[config.mk]
export PLATFORM = sky130hd
export DESIGN_NAME = pipe_hazard_ctrl
export DESIGN_NICKNAME = d
export VERILOG_FILES = /design/src/rtl/pipe_hazard_ctrl.sv
export SDC_FILE = /design/constraint.sdc
export NUM_CORES = 1
export LEC_CHECK = 0
export CELL_PAD_IN_SITES_DETAIL_PLACEMENT = 0
export CELL_PAD_IN_SITES_GLOBAL_PLACEMENT = 2
export CORE_AREA = 5 5 98 100
export DETAILED_ROUTE_END_ITERATION = 12
export DIE_AREA = 0 0 103 105
export PLACE_DENSITY_LB_ADDON = 0.1
export REMOVE_ABC_BUFFERS = 1
export SYNTH_ARGS = -nofsm -noshare
export SYNTH_HDL_FRONTEND = slang
export SYNTH_SLANG_ARGS = --single-unit
export TNS_END_PERCENT = 1
[constraint.sdc]
create_clock -name clk -period 1 [get_ports clk]
set_input_delay 0.2 -clock clk [delete_from_list [all_inputs] [get_ports clk]]
set_output_delay 0.2 -clock clk [all_outputs]
set_load 0.02 [all_outputs]
[src/rtl/pipe_hazard_ctrl.sv]
// Pipeline hazard/sequencing controller: resolves jump, load-use and multi-cycle stalls into per-stage hold/flush.
// Optional performance counters are enabled by defining PIPE_HAZARD_CTRL_PERF_EN.
module pipe_hazard_ctrl #(
  parameter int unsigned AW        = 32,
  parameter int unsigned FLUSH_CYC = 0,
  parameter int unsigned CNT_W     = 32
) (
  input  logic             clk,
  input  logic             rst,
  input  logic             jump_en_i,
  input  logic [AW-1:0]    jump_addr_i,
  input  logic             load_use_i,
  input  logic             mc_req_i,
  input  logic             mc_done_i,
  output logic             pc_jump_en_o,
  output logic [AW-1:0]    pc_jump_addr_o,
  output logic             pc_hold_o,
  output logic             if_id_hold_o,
  output logic             if_id_flush_o,
  output logic             id_ex_flush_o,
  output logic [1:0]       state_o,
  output logic [CNT_W-1:0] stall_cnt_o,
  output logic [CNT_W-1:0] flush_cnt_o
);

  typedef enum logic [1:0] {
    RUN     = 2'd0,
    FLUSH   = 2'd1,
    MC_WAIT = 2'd2,
    UNUSED  = 2'd3
  } state_t;

  state_t     state, state_next;
  logic [2:0] cnt, cnt_next;

  always_ff @(posedge clk or posedge rst) begin
    if (rst) begin
      state <= RUN;
      cnt   <= '0;
    end else begin
      state <= state_next;
      cnt   <= cnt_next;
    end
  end

  // Outputs are forced low while rst is high, even if a request input is active.
  always_comb begin
    state_next     = state;
    cnt_next       = cnt;
    pc_jump_en_o   = 1'b0;
    pc_jump_addr_o = '0;
    pc_hold_o      = 1'b0;
    if_id_hold_o   = 1'b0;
    if_id_flush_o  = 1'b0;
    id_ex_flush_o  = 1'b0;
    if (!rst) begin
      if (jump_en_i) begin
        pc_jump_en_o   = 1'b1;
        pc_jump_addr_o = jump_addr_i;
        if_id_flush_o  = 1'b1;
        id_ex_flush_o  = 1'b1;
        state_next     = (FLUSH_CYC > 0) ? FLUSH : RUN;
        cnt_next       = 3'(FLUSH_CYC);
      end else begin
        case (state)
          FLUSH: begin
            if_id_flush_o = 1'b1;
            id_ex_flush_o = 1'b1;
            cnt_next      = cnt - 3'd1;
            if (cnt <= 3'd1) state_next = RUN;
          end
          MC_WAIT: begin
            pc_hold_o     = 1'b1;
            if_id_hold_o  = 1'b1;
            id_ex_flush_o = 1'b1;
            if (mc_done_i) state_next = RUN;
          end
          RUN: begin
            if (mc_req_i) begin
              pc_hold_o     = 1'b1;
              if_id_hold_o  = 1'b1;
              id_ex_flush_o = 1'b1;
              if (!mc_done_i) state_next = MC_WAIT;
            end else if (load_use_i) begin
              pc_hold_o     = 1'b1;
              if_id_hold_o  = 1'b1;
              id_ex_flush_o = 1'b1;
            end
          end
          default: state_next = RUN;
        endcase
      end
    end
  end

  assign state_o = state;

`ifdef PIPE_HAZARD_CTRL_PERF_EN
  logic [CNT_W-1:0] stall_cnt, flush_cnt;

  always_ff @(posedge clk or posedge rst) begin
    if (rst) begin
      stall_cnt <= '0;
      flush_cnt <= '0;
    end else begin
      if (pc_hold_o) stall_cnt <= stall_cnt + CNT_W'(1);
      if (id_ex_flush_o && !pc_hold_o) flush_cnt <= flush_cnt + CNT_W'(1);
    end
  end

  assign stall_cnt_o = stall_cnt;
  assign flush_cnt_o = flush_cnt;
`else
  assign stall_cnt_o = '0;
  assign flush_cnt_o = '0;
`endif

endmodule
==> flow_summary.toml <==
[global_routing]
grt_pass1_vias = 788
grt_first_pass_wirelength_um = 4390
grt.overflow.total = 0
grt_antenna_before_repair = 0
total_routing_usage_reported_by_global_routing = 0.0498
grt_start_max_net_pins = 10

[drt]
drt_pass1_iterations = 2
detail_routed_via_count_per_cell = 2.72
detailroute.via_count = 821
routed_wire_length_per_instance_um = 11.2
drt.antenna.violating_nets = 0
route.final.wire_length_um = 3380
drt_iter0_markers = 4
post-route-drc-count = 0

[die]
chipWidth_um = 103
fp.dieArea_mm2 = 0.0108
chipHeight_um = 105
fp-row-count = 34
floorplan.initialDensity = 0.0973
io_pins = 141
core_region_area_mm2 = 0.00859

[worst_setup_path]
critical_path.max_fanout = 8
worstSetupStartpointType = "input pin"
timing.critical_path.slowest_stage_cell = "nor2b_4"
critical_path.top_delay_family = "buffers and inverters"
end_kind = "output pin"
worstPathBufferInverterCount = 4
worstSetupPathType = "input pin to output pin"
critical_path.most_common_cell = "buf_12"
timing.critical_path.slowest_cell_delay_ns = 0.17
timing.critical_path.required_ns = 0.80
cp.arrival_ns = 0.97
cp_cell_sequence = "buf_8, nor2b_4, buf_12, buf_12, and2_4, buf_6"

[synthesis]
yosys_register_bits = 1
ys_warn_count = 0
postSynthAreaPerCell_um2 = 7.40
synth_instances = 113
synth.yosys.seq_area_share = 0.0299
synth.cell_area_um2 = 836
synthDistinctLibCells = 13

[place]
place_inst = 295
place_hpwl_um = 2700
port_buffers = 75
placedInstanceArea_mm2 = 0.00148
gp_routability_congestion = 0.745

[timing]
slew_viol_final = 0
setup_violations = 38
post-route-min-period_ns = 1.17
hold_viol_final = 0
clock_skew_ns = 0
fmax_mhz = 852
final.hold.worst_slack_ns = 0.189
worst_setup_slack_final_ns = -0.174
finalCritPeriodShare = 1.17
grt_setup_unrepaired = "true"

[pwr]
clock_power_share = 0
p_sw_mw = 0.442
p_per_area_mw_per_mm2 = 505
seqPwrFrac = 0.057
internal_power_mw = 0.423
power.static_leakage_nw = 0.865
power_share_of_the_combinational_group = 0.943
switching_share = 0.511
vdd.ir_drop.worst_mv = 0.120

[worst_hold_path]
holdCritPathClass = "input pin to async pin"

[finish]
antennaDiodeCount = 0
layout.core_utilization = 0.199
layout.cell_area.non_filler_mm2 = 0.00171
fill_cells = 984
count_of_placed_standard_cells_in_the_final_layout_fillers_left_out = 302
area_growth_pct = 105
largest_register_ff_count = 1
final_layout_size_suffix_gt1_frac = 0.454
nets = 234

[clock_tree]
worstSkewPairLatency_ns = 0
post_cts_hold_buffer_count = 0
worst_setup_hold_path_clk_slew_ns = 0

[status]
failed_checks = "setup timing"
status = "finished, violations left"

[run]
cap_violations = 0
[stage by stage]
step           TNS, ns  setup WS, ns  total power [mW]
6_report         -5.62        -0.174             0.865
2_1_floorplan    -7.13        -0.609             0.411
3_3_place_gp    -36.76         -1.02             0.739
5_1_grt          -7.34        -0.227             0.919
3_5_place_dp    -37.71         -1.04             0.733
4_1_cts          -6.79        -0.269             0.862
[area by class of cell]
type                       instances  area (um2)  share of cell area
sequential                         1        25.0              0.0146
inverter                           2        7.51             0.00438
timing repair buffer              87         957               0.559
tap                              108         135              0.0789
multi-input combinational        104         588               0.343
[worst min-delay path, cell delays in order]
cell	delay, ns
buf_8	0.10
buf_4	0.14
inv_1	0.05
[cell usage after synthesis]
library cell / count / share of area
nor2_1: 1 / 0.0045
nor3_1: 2 / 0.012
nor2b_4: 1 / 0.016
and2_2: 12 / 0.11
dfrtp_1: 1 / 0.030
nor2b_1: 1 / 0.0075
buf_4: 67 / 0.60
and2_1: 20 / 0.15
buf_6: 3 / 0.040
a21oi_1: 1 / 0.0060
o22a_1: 1 / 0.010
inv_1: 2 / 0.0090
conb_1: 1 / 0.0045
[metal layers]
metal	share of wire	global-route usage
met2	0.49	0.0953
met5	0	0
met3	0.20	0.0193
met4	0	0
met1	0.31	0.0540
[logic make-up after synthesis]
logic type             share of synthesized area
buffers and inverters                      0.651
other                                    0.00449
flip-flops                                0.0299
AO/OA/AOI/OAI                             0.0165
AND/OR/NAND/NOR                            0.298
[placed cells by master, fill, tap and decap left out]
master,count
conb_1,65
buf_6,35
clkdlybuf4s50_1,33
and2_4,32
buf_4,8
buf_12,3
inv_1,2
buf_16,2
clkdlybuf4s15_2,2
buf_2,2
nor2_1,1
nor2b_1,1
o22a_1,1
nor2b_4,1
nor3_4,1
a21oi_1,1
nor3_2,1
clkdlybuf4s15_1,1
buf_8,1
dfrtp_1,1
[power by group through the flow]
| stage | Clock [mW] | Sequential (mW) | Combinational (mW) |
|---|---|---|---|
| 2_1_floorplan | 0 | 0.0529 | 0.359 |
| 3_3_place_gp | 0 | 0.0472 | 0.692 |
| 3_5_place_dp | 0 | 0.0474 | 0.685 |
| 4_1_cts | 0 | 0.0481 | 0.813 |
| 5_1_grt | 0 | 0.0499 | 0.869 |
| 6_report | 0 | 0.0494 | 0.816 |
[final timing paths]
path / startpoint / end / slack, ns / cells past startpoint
min in group clk: rst / state_o[1]$_DFFE_PP0P_ / 0.59 / 3
setup reg to reg: state_o[1]$_DFFE_PP0P_ / state_o[1]$_DFFE_PP0P_ / 0.19 / 2
setup / recovery: rst / pc_jump_addr_o[3] / -0.17 / 6
hold reg to reg: state_o[1]$_DFFE_PP0P_ / state_o[1]$_DFFE_PP0P_ / 0.66 / 2
hold / removal: rst / state_o[1]$_DFFE_PP0P_ / 0.19 / 3
max in group asynchronous: rst / state_o[1]$_DFFE_PP0P_ / 0.72 / 3
[timing repair]
action,4_1_cts,5_1_grt
buffers inserted,4,1
cloned,3,0
endpoints found under the setup margin,39,38
pin swaps,24,10
hold endpoints to repair,0,0
gates resized for setup,267,10
No activity file was read; power rests on OpenSTA's default activity.
